--- config.mk ---
export PLATFORM = sky130hd
export DESIGN_NAME = fetch_stage_flat
export DESIGN_NICKNAME = d
export VERILOG_FILES = /design/src/rtl/fetch_stage_pkg.sv /design/src/rtl/fetch_stage_if.sv /design/src/rtl/fetch_stage_npc.sv /design/src/rtl/fetch_stage.sv /design/src/flat_wrapper.sv
export SDC_FILE = /design/constraint.sdc
export NUM_CORES = 1
export LEC_CHECK = 0
export ABC_AREA = 1
export BUFFER_PORTS_ARGS = -buffer_cell sky130_fd_sc_hd__buf_2
export CORE_UTILIZATION = 35
export CTS_CLUSTER_DIAMETER = 60
export DETAILED_ROUTE_END_ITERATION = 8
export PLACE_DENSITY_LB_ADDON = 0.25
export SYNTH_ARGS = -nofsm -noshare
export SYNTH_HDL_FRONTEND = slang
export SYNTH_SLANG_ARGS = --single-unit
--- constraint.sdc ---
create_clock -name clk -period 1.9 [get_ports clk]
set_input_delay 0.095 -clock clk [delete_from_list [all_inputs] [get_ports clk]]
set_output_delay 0.095 -clock clk [all_outputs]
set_load 0.05 [all_outputs]
--- src/rtl/fetch_stage_pkg.sv ---
// Shared CPU definitions: jump-select codes, reset PC and the NOP word.
// Also holds the immediate sign-extension helper used by the fetch and decode logic.
package cpu_defs;

    localparam logic [2:0] JSEL_NONE  = 3'b000;
    localparam logic [2:0] JSEL_JAL   = 3'b001;
    localparam logic [2:0] JSEL_JR    = 3'b010;
    localparam logic [2:0] JSEL_J     = 3'b011;
    localparam logic [2:0] JSEL_JIALC = 3'b100;
    localparam logic [2:0] JSEL_JI    = 3'b101;

    localparam logic [31:0] RESET_PC_DEF = 32'h0000_3000;
    localparam logic [31:0] NOP_WORD_DEF = 32'h0000_0000;

    function automatic logic [31:0] sext16(input logic [15:0] imm);
        return {{16{imm[15]}}, imm};
    endfunction

endpackage

--- src/rtl/fetch_stage_if.sv ---
// Instruction-ROM bus between the fetch stage (master) and the ROM (slave).
// The ROM answers combinationally in the same cycle as the address.
interface fetch_stage_if #(
    parameter int AW = 10
);
    logic [AW-1:0] imem_addr;
    logic [31:0]   imem_rdata;

    modport master (output imem_addr, input imem_rdata);
    modport slave  (input imem_addr, output imem_rdata);
endinterface

--- src/rtl/fetch_stage_npc.sv ---
// Combinational next-PC select: jump select first, then taken branch, then PC+4.
// Unused jump-select codes fall through to branch/sequential handling.
module npc
    import cpu_defs::*;
(
    input  logic [31:0] pc,
    input  logic [31:0] if_id_pc4,
    input  logic [2:0]  id_jsel,
    input  logic        id_br_taken,
    input  logic [15:0] id_imm16,
    input  logic [25:0] id_imm26,
    input  logic [31:0] id_rs_val,
    output logic [31:0] npc
);

    logic [31:0] imm_sx;

    assign imm_sx = sext16(id_imm16);

    always_comb begin
        npc = pc + 32'd4;
        if (id_br_taken) begin
            npc = if_id_pc4 + (imm_sx << 2);
        end
        case (id_jsel)
            JSEL_JAL, JSEL_J:   npc = {if_id_pc4[31:28], id_imm26, 2'b00};
            JSEL_JR:            npc = id_rs_val;
            JSEL_JIALC, JSEL_JI: npc = id_rs_val + imm_sx;
            default:            ;
        endcase
    end

endmodule

--- src/rtl/fetch_stage.sv ---
// IF stage: PC register, instruction-ROM addressing and the IF/ID pipeline register.
// Redirects use one architectural delay slot, so nothing is ever squashed here.
module fetch_stage
    import cpu_defs::*;
#(
    parameter logic [31:0] RESET_PC = RESET_PC_DEF,
    parameter int          IM_AW    = 10,
    parameter logic [31:0] NOP_WORD = NOP_WORD_DEF
) (
    input  logic                 clk,
    input  logic                 reset,
    input  logic                 stall,
    input  logic [2:0]           id_jsel,
    input  logic                 id_br_taken,
    input  logic [15:0]          id_imm16,
    input  logic [25:0]          id_imm26,
    input  logic [31:0]          id_rs_val,
    fetch_stage_if.master        imem,
    output logic [31:0]          pc,
    output logic [31:0]          if_id_instr,
    output logic [31:0]          if_id_pc4,
    output logic [31:0]          if_id_pc8,
    output logic                 fetch_fault
);

    logic [31:0] next_pc;
    logic [31:0] pc_off;
    logic        fetch_ok;
    logic [31:0] fetch_word;

    assign imem.imem_addr = pc[IM_AW+1:2];

    // Range is measured from the ROM base so the window wraps cleanly at 2^32.
    assign pc_off     = pc - RESET_PC;
    assign fetch_ok   = (pc[1:0] == 2'b00) && (pc_off[31:IM_AW+2] == '0);
    assign fetch_word = fetch_ok ? imem.imem_rdata : NOP_WORD;

    npc u_npc (
        .pc          (pc),
        .if_id_pc4   (if_id_pc4),
        .id_jsel     (id_jsel),
        .id_br_taken (id_br_taken),
        .id_imm16    (id_imm16),
        .id_imm26    (id_imm26),
        .id_rs_val   (id_rs_val),
        .npc         (next_pc)
    );

    always_ff @(posedge clk) begin
        if (reset) begin
            pc          <= RESET_PC;
            if_id_instr <= NOP_WORD;
            if_id_pc4   <= RESET_PC;
            if_id_pc8   <= RESET_PC + 32'd4;
            fetch_fault <= 1'b0;
        end else if (!stall) begin
            pc          <= next_pc;
            if_id_instr <= fetch_word;
            if_id_pc4   <= pc + 32'd4;
            if_id_pc8   <= pc + 32'd8;
            fetch_fault <= !fetch_ok;
        end
    end

endmodule

--- src/flat_wrapper.sv ---
// flat-port wrapper written by rule: the top's interface ports become plain ports
module fetch_stage_flat import cpu_defs::*;
#(
    parameter logic [31:0] RESET_PC = RESET_PC_DEF,
    parameter int          IM_AW    = 10,
    parameter logic [31:0] NOP_WORD = NOP_WORD_DEF
)
  (clk, reset, stall, id_jsel, id_br_taken, id_imm16, id_imm26, id_rs_val, pc, if_id_instr, if_id_pc4, if_id_pc8, fetch_fault, imem_imem_addr, imem_imem_rdata);
  fetch_stage_if #(.AW(10)) imem_i ();
  input  logic clk;
  input  logic reset;
  input  logic stall;
  input  logic [2:0] id_jsel;
  input  logic id_br_taken;
  input  logic [15:0] id_imm16;
  input  logic [25:0] id_imm26;
  input  logic [31:0] id_rs_val;
  output logic [31:0] pc;
  output logic [31:0] if_id_instr;
  output logic [31:0] if_id_pc4;
  output logic [31:0] if_id_pc8;
  output logic fetch_fault;
  output wire logic [$bits(imem_i.imem_addr)-1:0] imem_imem_addr;
  input wire logic [$bits(imem_i.imem_rdata)-1:0] imem_imem_rdata;
  assign imem_imem_addr = imem_i.imem_addr;
  assign imem_i.imem_rdata = imem_imem_rdata;
  fetch_stage #(.RESET_PC(RESET_PC), .IM_AW(IM_AW), .NOP_WORD(NOP_WORD)) u_core (.clk(clk), .reset(reset), .stall(stall), .id_jsel(id_jsel), .id_br_taken(id_br_taken), .id_imm16(id_imm16), .id_imm26(id_imm26), .id_rs_val(id_rs_val), .imem(imem_i), .pc(pc), .if_id_instr(if_id_instr), .if_id_pc4(if_id_pc4), .if_id_pc8(if_id_pc8), .fetch_fault(fetch_fault));
endmodule
==> metrics list <==
- At the end of the flow, the number of nets in the layout was 2,602.
- Maximum count of clock buffers along a single path: 2
- In the routed layout, each cell is associated on average with a via count of 5.19.
* Overall routed net length: 51,300 um
* Cell occurring most often along the worst timing path: nand3_2
- The first detailed-routing pass took 9 iterations.
- The die covers 32,300 um2.
* Number of antenna cells inserted: 0
- Measured along the y axis, the die boundary spans 180 um.
- RePlAce Congestion: 0.995
- Worst min-delay path class: in2reg
- Along the worst path, the maximum fanout reaches 4.
* I/O pin total: 252
- GRT Total Usage: 30.4%
- The number of antenna violations at the first check in global routing is 1.
- Number of max-cap violations: 0
- Number of distinct library cell variants in the gate-level netlist after synthesis: 50
- In the finished design, the share of the clock period the worst path needs comes to 103%.
* Fill cell count: 2,971
- Setup slack after layout: -65.3 ps
* CTS H-tree depth: 4
* Starting DRC count in detailed routing: 1,115
- STA classifies the critical path endpoint as a flop.
* Pin count of the biggest net entering global routing: 52
* Critical Setup Path Class: reg2reg
* Crit path buf inv count: 2
- VDD sags by at most 0.640 mV.
* Final slew viol count: 0
* Average wire length per cell after detail routing: 18.1 um
- The number of global-route vias before repair was 13,700.
- Max Clk Rate: 509 MHz
- Clock root cell: clkbuf_16
- Traced cell by cell, the critical path runs through ha_4 > fa_2 > nand3_2 > nand3_4 > nand3_2 > nand3b_1 > buf_4 > o21ai_2 > nand4_1 > nand2_1 > inv_1.
- Count of vias placed by the detailed router: 14,700
- Port Buf Inserts: 251
* Worst EP arrival: 2300 ps
- The synthesized netlist occupies a cell area of 11,100 um2.
* Half-perimeter wire length after placement: 40,100 um
- Antenna Nets Post-Route: 0
- CTS tree: yes
- Pleak: 9.11 nW
* Final Critical Period: 1970 ps
- Final core utilization: 57.7%
* Final Instance Count excl. Fillers: 2,834
- Yosys warning count: 0
- Critical path launch point type: flop
- CTS sink cnt: 127
- The floorplan has 64 rows.
* Number of hold violations in the final report: 0
- Pwr per Cell Area: 624 nW/um2
* Clk_skew: 13.4 ps
- For this configuration, the core starts out at a cell density of 35.9%.
* Wire length of the first global-routing pass: 76,600 um
* Worst Max-Slew Pin Slew: 718 ps
- The number of nets handed over by synthesis was 2,004.
* CP delay by family, top: simple AND/OR/NAND/NOR gates
- Relative area change from synthesis to final layout: 60.8%
* Portion of the post-synthesis area used by sequential elements: 23.0%
* CTS clk-pin slew, worst paths: 70 ps
- Most used flip-flop cell after synthesis: dfxtp_1
* Number of setup violations in the final report: 21
- The checks that failed: DRC, setup timing.
- Share of synthesized registers carrying an async set or reset: 0%
- Share of final-layout standard cells stronger than drive strength 1: 40.2%
- CP required: 2230 ps
- Synthesis-stage register bit count: 127
* CTS buffer count: 17
- Tightest slew margin relative to the limit: 52.1%
* Post-Syn Instances: 1,827
- DRC violations left: 19
- Unrepaired setup endpoints after global routing: yes
* Clock latency reported for the late side of the worst-skew pair: 440 ps
* Synthesized area per cell: 6.05 um2
* Die boundary width: 180 um
- Master of the slowest instance on the critical path: dfxtp_4
* CP max stage delay: 360 ps
- Status: finished, violations left
- Global routing finished with a remaining overflow of 0.
- Number of enable flip-flop cells after synthesis: 0
- Placed cells: 2,740
- Area of the core region: 30,800 um2
layout by cell type, fill, tap and decap left out, types with 28 or more instances in the layout:
| cell type | synthesis | routed |
|---|---|---|
| inv_1 | 263 | 248 |
| o21ai_0 | 79 | 67 |
| buf_4 | 21 | 340 |
| nand2_2 | 4 | 38 |
| dlygate4sd3_1 | 0 | 32 |
| nand3_4 | 1 | 31 |
| xor2_1 | 29 | 28 |
| dfxtp_1 | 127 | 76 |
| dfxtp_2 | 0 | 44 |
| a21oi_2 | 0 | 41 |
| nand2_1 | 508 | 465 |
| a21oi_1 | 144 | 97 |
| nand3_2 | 2 | 34 |
| nor2_1 | 157 | 126 |
| ha_1 | 62 | 39 |
| buf_2 | 6 | 250 |
| nand3_1 | 176 | 114 |
flip-flops by register name, indices dropped and copies added, names as in the netlist:
signal              cells
u_core.if_id_pc8       32
u_core.if_id_instr     32
u_core.if_id_pc4       30
u_core.fetch_fault      1
u_core.pc              32
power by group:
part | total, W | switching (W) | internal (W)
Sequential | 0.00302 | 0.000171 | 0.00284
Clock | 0.00324 | 0.00151 | 0.00173
Combinational | 0.00484 | 0.00297 | 0.00187
Total | 0.0111 | 0.00465 | 0.00644
stage by stage:
stage                     power, W  setup TNS (ps)  hold slack (ps)  cell area [um2]  setup slack (ps)
after floorplan            0.00545           -90.3              255            11200             -72.8
after global placement     0.00721           -4450              360            15100              -331
after detailed placement   0.00724           -5060              366            15100              -361
after CTS                   0.0107            -128             49.4            16400             -38.1
after global routing        0.0116           -4150             58.7            17800              -139
final                       0.0111            -440             33.2            17800             -65.3
synth_stat cells, types with 9 or more instances:
master,number,area share [%]
a21oi_1,144,6.5
a22o_1,16,1.3
a22oi_1,13,0.88
buf_4,21,1.4
clkbuf_1,25,0.85
dfxtp_1,127,23
ha_1,62,7.0
inv_1,263,8.9
nand2_1,508,17
nand3_1,176,8.0
nand3b_1,15,1.0
nand4_1,25,1.4
nor2_1,157,5.3
nor3_1,20,0.91
o211ai_1,25,1.7
o21ai_0,79,3.6
o21bai_1,14,0.95
or2_2,9,0.51
xor2_1,29,2.3
routing by layer:
metal | vias to the layer above | track usage (%) | routed length [um]
met3 | 135 | 4.44 | 3120
li1 | 7177 | - | -
met4 | 2 | 13.1 | 2630
met5 | - | 0 | 13
met1 | 6841 | 39.0 | 22200
met2 | 547 | 50.6 | 23300
path summary, 6_finish.rpt:
check | endpoint | start | depth (start not counted) | slack, ps
worst max-delay path | u_core.pc[14]$_SDFFE_PP0N_ | u_core.if_id_pc4[2]$_SDFFE_PP0N_ | 11 | -70
worst min-delay path | u_core.pc[6]$_SDFFE_PP0N_ | id_imm26[4] | 3 | 30
worst max register to register | u_core.pc[14]$_SDFFE_PP0N_ | u_core.if_id_pc4[2]$_SDFFE_PP0N_ | 11 | -70
worst min register to register | u_core.if_id_instr[6]$_SDFFE_PP0N_ | u_core.if_id_instr[6]$_SDFFE_PP0N_ | 2 | 460
timing repair:
item / 4_1_cts / 5_1_grt
hold endpoints to repair: 32 / 0
gates resized for setup: 85 / 244
buffers inserted: 4 / 22
cloned: 0 / 4
pin swaps: 30 / 82
hold buffers: 32 / 0
setup endpoints to repair: 27 / 74
worst reg2reg max path: cells and delay by family, from the launching register on:
kind / cells / cell delay (ps)
flops: 1 / 360
compound gates: 1 / 110
buf+inv: 2 / 220
simple gates: 6 / 650
fa+ha+maj: 2 / 520
kinds of logic after synthesis:
group                    share of synthesized area [%]
AO/OA/AOI/OAI                                     17.5
XOR/XNOR                                          2.38
adder cells (fa/ha/maj)                           7.38
buffers and inverters                             13.1
flip-flops                                        23.0
AND/OR/NAND/NOR                                   36.7
layout make-up:
cell class	instances	area [um2]	share of cell area (%)
Multi-Input combinational cell	1360	8540	48.0
Timing Repair Buffer	648	4540	25.5
Sequential cell	127	2620	14.8
Inverter	271	1030	5.77
Tap cell	396	495	2.79
Clock buffer	17	425	2.39
Clock inverter	15	140	0.788
No activity file was read; power rests on OpenSTA's default activity.
